--- src/rtl/spi_arb_pkg.sv ---
// spi_arb_pkg: shared types and constants for the SPI master arbiter.
//   state_e  - arbiter FSM states
//   TMO_RESP - response word returned when the SPI master times out
//   SEL_*    - slave-select routing codes
package spi_arb_pkg;

  typedef enum logic [2:0] {
    IDLE,
    LAUNCH,
    BUSY,
    RETURN,
    GAP
  } state_e;

  localparam logic [15:0] TMO_RESP = 16'hDEAD;

  localparam logic SEL_NEMO = 1'b0;
  localparam logic SEL_A2D  = 1'b1;

endpackage

--- src/rtl/spi_arb_tmr.sv ---
// spi_arb_tmr: loadable down-counter, shared by the BUSY timeout and GAP count.
//   clk, rst  - clock, synchronous active-high reset
//   load      - load load_val (has priority over en)
//   en        - decrement by one, holding at zero
//   load_val  - value to load
//   zero      - counter currently at zero
module spi_arb_tmr #(
  parameter int unsigned W = 10
) (
  input  logic         clk,
  input  logic         rst,
  input  logic         load,
  input  logic         en,
  input  logic [W-1:0] load_val,
  output logic         zero
);

  logic [W-1:0] cnt_q, cnt_d;

  always_comb begin
    cnt_d = cnt_q;
    if (load) begin
      cnt_d = load_val;
    end else if (en && (cnt_q != '0)) begin
      cnt_d = cnt_q - 1'b1;
    end
  end

  always_ff @(posedge clk) begin
    if (rst) begin
      cnt_q <= '0;
    end else begin
      cnt_q <= cnt_d;
    end
  end

  assign zero = (cnt_q == '0);

endmodule

--- src/rtl/spi_arb.sv ---
// spi_arb: arbitrates one shared SPI master between the inertial interface
// (req0, high priority) and the A2D interface (req1), with a starvation guard,
// an inter-frame gap and a BUSY timeout.
//   req0/cmd0/done0 - inertial requester handshake
//   req1/cmd1/done1 - A2D requester handshake
//   rd_data, err    - response word and timeout flag (err coincides with doneN)
//   m_snd/m_cmd     - launch pulse and command to the SPI master
//   m_resp/m_done   - response and completion pulse from the SPI master
//   ss_sel          - slave routing, 0 = NEMO, 1 = A2D
// Optional: define SPI_ARB_STATS_EN to add gnt_cnt0, gnt_cnt1 and tmo_cnt.
module spi_arb
  import spi_arb_pkg::*;
#(
  parameter int unsigned STARVE_MAX = 4,
  parameter int unsigned GAP_CYC    = 2,
  parameter int unsigned TIMEOUT    = 1024
) (
  input  logic        clk,
  input  logic        rst,
  input  logic        req0,
  input  logic [15:0] cmd0,
  output logic        done0,
  input  logic        req1,
  input  logic [15:0] cmd1,
  output logic        done1,
  output logic [15:0] rd_data,
  output logic        err,
  output logic        m_snd,
  output logic [15:0] m_cmd,
  input  logic [15:0] m_resp,
  input  logic        m_done,
  output logic        ss_sel
`ifdef SPI_ARB_STATS_EN
  ,
  output logic [15:0] gnt_cnt0,
  output logic [15:0] gnt_cnt1,
  output logic [7:0]  tmo_cnt
`endif
);

  localparam int unsigned TMR_MAX = (TIMEOUT > GAP_CYC) ? TIMEOUT : GAP_CYC;
  localparam int unsigned TW      = (TMR_MAX > 2) ? $clog2(TMR_MAX) : 1;
  localparam int unsigned SW      = (STARVE_MAX > 0) ? $clog2(STARVE_MAX + 1) : 1;

  state_e        state_q, state_d;
  logic          ss_sel_q, ss_sel_d;
  logic [15:0]   m_cmd_q, m_cmd_d;
  logic [15:0]   rd_data_q, rd_data_d;
  logic          err_flag_q, err_flag_d;
  logic [SW-1:0] starve_q, starve_d;

  logic          tmr_load, tmr_en, tmr_zero;
  logic [TW-1:0] tmr_val;
  logic          arb_ok, pick1, grant;

  spi_arb_tmr #(.W(TW)) u_tmr (
    .clk      (clk),
    .rst      (rst),
    .load     (tmr_load),
    .en       (tmr_en),
    .load_val (tmr_val),
    .zero     (tmr_zero)
  );

  assign pick1 = req1 && (!req0 || (starve_q == SW'(STARVE_MAX)));
  assign grant = arb_ok && (req0 || req1);

  always_comb begin
    state_d    = state_q;
    ss_sel_d   = ss_sel_q;
    m_cmd_d    = m_cmd_q;
    rd_data_d  = rd_data_q;
    err_flag_d = err_flag_q;
    starve_d   = starve_q;
    tmr_load   = 1'b0;
    tmr_en     = 1'b0;
    tmr_val    = '0;
    arb_ok     = 1'b0;

    unique case (state_q)
      IDLE: arb_ok = 1'b1;
      LAUNCH: begin
        tmr_load   = 1'b1;
        tmr_val    = TW'(TIMEOUT - 1);
        err_flag_d = 1'b0;
        state_d    = BUSY;
      end
      BUSY: begin
        tmr_en = 1'b1;
        if (m_done) begin
          rd_data_d = m_resp;
          state_d   = RETURN;
        end else if (tmr_zero) begin
          rd_data_d  = TMO_RESP;
          err_flag_d = 1'b1;
          state_d    = RETURN;
        end
      end
      RETURN: begin
        if (GAP_CYC == 0) begin
          state_d = IDLE;
        end else begin
          tmr_load = 1'b1;
          tmr_val  = TW'(GAP_CYC - 1);
          state_d  = GAP;
        end
      end
      GAP: begin
        tmr_en = 1'b1;
        // The last gap cycle arbitrates as IDLE would, so the next launch
        // follows the previous done by exactly GAP_CYC idle clocks.
        if (tmr_zero) begin
          state_d = IDLE;
          arb_ok  = 1'b1;
        end
      end
      default: state_d = IDLE;
    endcase

    if (grant) begin
      state_d  = LAUNCH;
      ss_sel_d = pick1 ? SEL_A2D : SEL_NEMO;
      m_cmd_d  = pick1 ? cmd1 : cmd0;
      if (pick1 || !req1) begin
        starve_d = '0;
      end else if (starve_q != SW'(STARVE_MAX)) begin
        starve_d = starve_q + 1'b1;
      end
    end
  end

  always_ff @(posedge clk) begin
    if (rst) begin
      state_q    <= IDLE;
      ss_sel_q   <= SEL_NEMO;
      m_cmd_q    <= '0;
      rd_data_q  <= '0;
      err_flag_q <= 1'b0;
      starve_q   <= '0;
    end else begin
      state_q    <= state_d;
      ss_sel_q   <= ss_sel_d;
      m_cmd_q    <= m_cmd_d;
      rd_data_q  <= rd_data_d;
      err_flag_q <= err_flag_d;
      starve_q   <= starve_d;
    end
  end

  assign m_snd   = (state_q == LAUNCH);
  assign done0   = (state_q == RETURN) && (ss_sel_q == SEL_NEMO);
  assign done1   = (state_q == RETURN) && (ss_sel_q == SEL_A2D);
  assign err     = (state_q == RETURN) && err_flag_q;
  assign rd_data = rd_data_q;
  assign m_cmd   = m_cmd_q;
  assign ss_sel  = ss_sel_q;

`ifdef SPI_ARB_STATS_EN
  logic [15:0] gnt_cnt0_q, gnt_cnt0_d;
  logic [15:0] gnt_cnt1_q, gnt_cnt1_d;
  logic [7:0]  tmo_cnt_q, tmo_cnt_d;
  logic        tmo_hit;

  assign tmo_hit = (state_q == BUSY) && !m_done && tmr_zero;

  always_comb begin
    gnt_cnt0_d = gnt_cnt0_q;
    gnt_cnt1_d = gnt_cnt1_q;
    tmo_cnt_d  = tmo_cnt_q;
    if (grant && !pick1 && (gnt_cnt0_q != '1)) gnt_cnt0_d = gnt_cnt0_q + 1'b1;
    if (grant && pick1 && (gnt_cnt1_q != '1))  gnt_cnt1_d = gnt_cnt1_q + 1'b1;
    if (tmo_hit && (tmo_cnt_q != '1))          tmo_cnt_d  = tmo_cnt_q + 1'b1;
  end

  always_ff @(posedge clk) begin
    if (rst) begin
      gnt_cnt0_q <= '0;
      gnt_cnt1_q <= '0;
      tmo_cnt_q  <= '0;
    end else begin
      gnt_cnt0_q <= gnt_cnt0_d;
      gnt_cnt1_q <= gnt_cnt1_d;
      tmo_cnt_q  <= tmo_cnt_d;
    end
  end

  assign gnt_cnt0 = gnt_cnt0_q;
  assign gnt_cnt1 = gnt_cnt1_q;
  assign tmo_cnt  = tmo_cnt_q;
`endif

endmodule

--- config.mk ---
export PLATFORM = sky130hd
export DESIGN_NAME = spi_arb
export DESIGN_NICKNAME = d
export VERILOG_FILES = /design/src/rtl/spi_arb_pkg.sv /design/src/rtl/spi_arb_tmr.sv /design/src/rtl/spi_arb.sv
export SDC_FILE = /design/constraint.sdc
export NUM_CORES = 1
export LEC_CHECK = 0
export BUFFER_PORTS_ARGS = -buffer_cell sky130_fd_sc_hd__buf_2
export CAP_MARGIN = 20
export CORE_MARGIN = 2
export CORE_UTILIZATION = 45
export CTS_BUF_LIST = sky130_fd_sc_hd__clkbuf_4 sky130_fd_sc_hd__clkbuf_8 sky130_fd_sc_hd__clkbuf_16
export CTS_CLUSTER_DIAMETER = 40
export CTS_CLUSTER_SIZE = 20
export DETAILED_ROUTE_END_ITERATION = 8
export GPL_TIMING_DRIVEN = 0
export PLACE_DENSITY = 0.74
export RECOVER_POWER = 100
export SLEW_MARGIN = 20
export SYNTH_ARGS = -nofsm -noshare
export SYNTH_HDL_FRONTEND = slang
export SYNTH_SLANG_ARGS = --single-unit
--- constraint.sdc ---
create_clock -name clk -period 5.8 [get_ports clk]
set_input_delay 0.58 -clock clk [delete_from_list [all_inputs] [get_ports clk]]
set_output_delay 0.58 -clock clk [all_outputs]
set_load 0.05 [all_outputs]
==> impl_metrics.yaml <==
routing:
  wl_met2_um: 2720
  avgViaCountPerCell: 5.53
  wl_met1_um: 2850
  route.met3.wl_um: 374
  vias: 2416
  top_layer: "met4"
  routed_wl_um: 6010
  drc: 0
  drt-wirelength-per-cell_um: 13.7
  dr.pass1.iters: 4
  postRouteAntennaNets: 0
  drtIter0Drc: 124
floorplanning:
  ios: 90
  die_w_um: 77.1
  rows: 26
  die_y_um: 77.1
  die_area_um2: 5940
  coreArea_um2: 5140
  initial_core_util: 0.468
global_route:
  grt_first_pass_wirelength_um: 10200
  grt_overflow: 0
  grtUsageTotal: 0.206
  grt_pass1_vias: 2271
  grt_start_max_net_pins: 16
  antenna_found_initial: 0
clock_network:
  cts_buffers: 5
  cts_hold_buffers: 0
  cts_root_buf: "clkbuf_8"
  clk_pin_slew_worst_paths_ps: 100
  cts_tree: "yes"
  cts_sinks: 50
  cts_setup_buffers: 0
  cts_resized: 0
  insertion_delay_ps: 310
  htreeDepth: 2
  clockBufferDepth: 2
sta:
  relSlewSlack: 0.133
  fin_crit_sh: 0.522
  fin_worst_skew_ps: 10.2
  finalSetupViolations: 0
  rsz0062_at_grt: "false"
  tightest_slew_ps: 1290
  slew_violations: 0
  min_period_ps: 3030
  tns_ps: 0
  fmax_mhz: 330
  hold_viol: 0
yosys:
  yosys.area.top_type_share: 0.416
  synth.largest_area_cell: "dfxtp_1"
  avgSynthCellArea_um2: 8.87
  ys_seq_area_frac: 0.416
  syn-num-nets: 328
  ys_ff_latch: 50
  syn_area_um2: 2400
  synth_cell_types: 45
  ys_warn_count: 0
  synthTopCellsByArea: "dfxtp_1, a21oi_1, o221a_2, nand2_1, a311oi_2"
  synth_cells: 271
cells_and_area:
  layout-area-overhead-vs-synth_pct: 24.8
  fillerInstances: 507
  antennaDiodeCount: 0
  fin_util: 0.584
  nNetsFinal: 423
  drive_above_1_share: 0.229
worst_setup_path:
  required_ps: 6020
  r2r_start: "u_tmr.cnt_q[2]"
  endpoint_kind: "flop"
  crit_top_cell: "clkbuf_1"
  r2r_slack_ps: 2770
  path_class: "reg -> reg"
  crit_slowest_cell: "o31ai_1"
  arrival_ps: 3250
  cp_max_fo: 10
  rr_worst_depth: 6
  path_delay_family: "compound AO/OA/AOI/OAI gates"
  critPathLaunchType: "flop"
  crit_buf_inv: 2
  r2r_end: "m_cmd[9]"
  cpPeakStageDelay_ps: 1060
  cp_cell_sequence: "or4_1 -> clkbuf_1 -> o31ai_1 -> clkbuf_1 -> a21oi_1 -> a311oi_2"
status:
  status: "finished clean"
power:
  vdd_drop_max_v: 0.000201
  leakagePower_nw: 1.17
  p_per_area_nw_per_um2: 536
placed_design:
  dp_hpwl_um: 4390
  io_buffers: 88
  place_congestion: 0.821
min_path:
  hold_class: "reg -> reg"
  min_to: "rd_data[1]"
  min-delay-start: "rd_data[1]"
  min_path_cells: 2
job:
  maxCapViolations: 0
## worst min-delay path: cells and delay by family (launching register included)
kind,cells,cell delay (ps)
compound gates,2,120
flops,1,310
## registers in the layout (all words and copies together) (netlist names)
signal and count:
err_flag_q 1, m_cmd 16, rd_data 16, ss_sel 1, starve_q 3, state_q 3, u_tmr.cnt_q 10
## cells in the mapped netlist, drive strengths merged
master,count
nand2,29
o221a,11
a211oi,1
dfxtp,50
a31oi,3
a41oi,1
nand2b,2
o2bb2ai,1
o2111ai,5
a21bo,1
o211ai,1
nand3,20
a311oi,16
o31ai,8
o31a,1
and3,3
a32o,1
nor3b,2
and2,3
o41ai,1
nand3b,1
nand4,3
o21a,2
o311a,1
xnor2,1
o32ai,2
ha,4
or4,2
nor4,3
nor2,11
inv,7
clkbuf,17
or3,1
buf,8
nor2b,2
nor3,7
o311ai,1
a21oi,26
o21ai,10
or3b,2
## logic make-up (layout without fill, tap and decap cells)
kind of cell,count (synthesis),count (layout),synth area share
compound gates,93,93,0.310
xor+xnor,1,1,0.00364
fa+ha+maj,4,4,0.0208
buf+inv,32,128,0.0604
flops,50,50,0.416
simple gates,91,91,0.189
## per-layer routing
layer / GRT usage / up-vias
met4: 0.0589 / 0
met3: 0.0424 / 6
met2: 0.344 / 85
met1: 0.270 / 1102
li1: - / 1223
met5: 0 / -
## how the worst max path moves through the flow
| stage | slack (ps) | endpoint | from | cells past startpoint |
|---|---|---|---|---|
| 5_1_grt | 2430 | m_cmd[10] | u_tmr.cnt_q[2] | 6 |
| 4_1_cts | 3240 | m_snd | state_q[2] | 5 |
| 3_5_place_dp | 3500 | rd_data[12] | u_tmr.cnt_q[2] | 5 |
| 2_1_floorplan | 3750 | done0 | state_q[2] | 4 |
| 6_report | 2770 | m_cmd[9] | u_tmr.cnt_q[2] | 6 |
| 3_3_place_gp | 3510 | rd_data[7] | u_tmr.cnt_q[2] | 5 |
## through the flow
stage | total power, mW | setup slack, ps | instance area (um2) | cells | hold slack (ps)
after floorplan | 1.15 | 3750 | 2400 | 271 | 465
after global placement | 1.33 | 3510 | 2930 | 429 | 459
after detailed placement | 1.34 | 3500 | 2930 | 429 | 465
after CTS | 1.64 | 3240 | 3080 | 437 | 477
after global routing | 1.71 | 2430 | 3000 | 437 | 494
final | 1.61 | 2770 | 3000 | 437 | 477
## cell usage in the layout, fill, tap and decap left out, types with 6 or more instances in the layout
cell type	synthesis	routed
nor2_1	10	10
o221a_2	11	11
a21oi_1	26	26
nor3_1	7	7
o31ai_1	7	8
nand3_1	20	20
a311oi_1	9	9
clkbuf_8	0	6
inv_1	7	7
dfxtp_1	50	50
clkbuf_1	17	59
a311oi_2	7	7
buf_2	5	53
nand2_1	29	29
o21ai_0	10	10
## report_power, final
part	internal, mW	switching [mW]	leakage, nW
clock network	0.184	0.115	0.0714
registers	0.437	0.0641	0.410
logic	0.237	0.572	0.690
## final cells by class
cell class              instances  area, um2  share of cell area
plain buffers                  25        104              0.0346
clock buffers                   6       82.6              0.0275
clock inverters                 2       60.1              0.0200
inverters                       7       26.3             0.00876
multi-input cells             189       1240               0.415
flip-flops and latches         50       1000               0.334
well taps                      70       87.6              0.0292
repair buffers                 88        394               0.131
No activity file was read; power rests on OpenSTA's default activity.
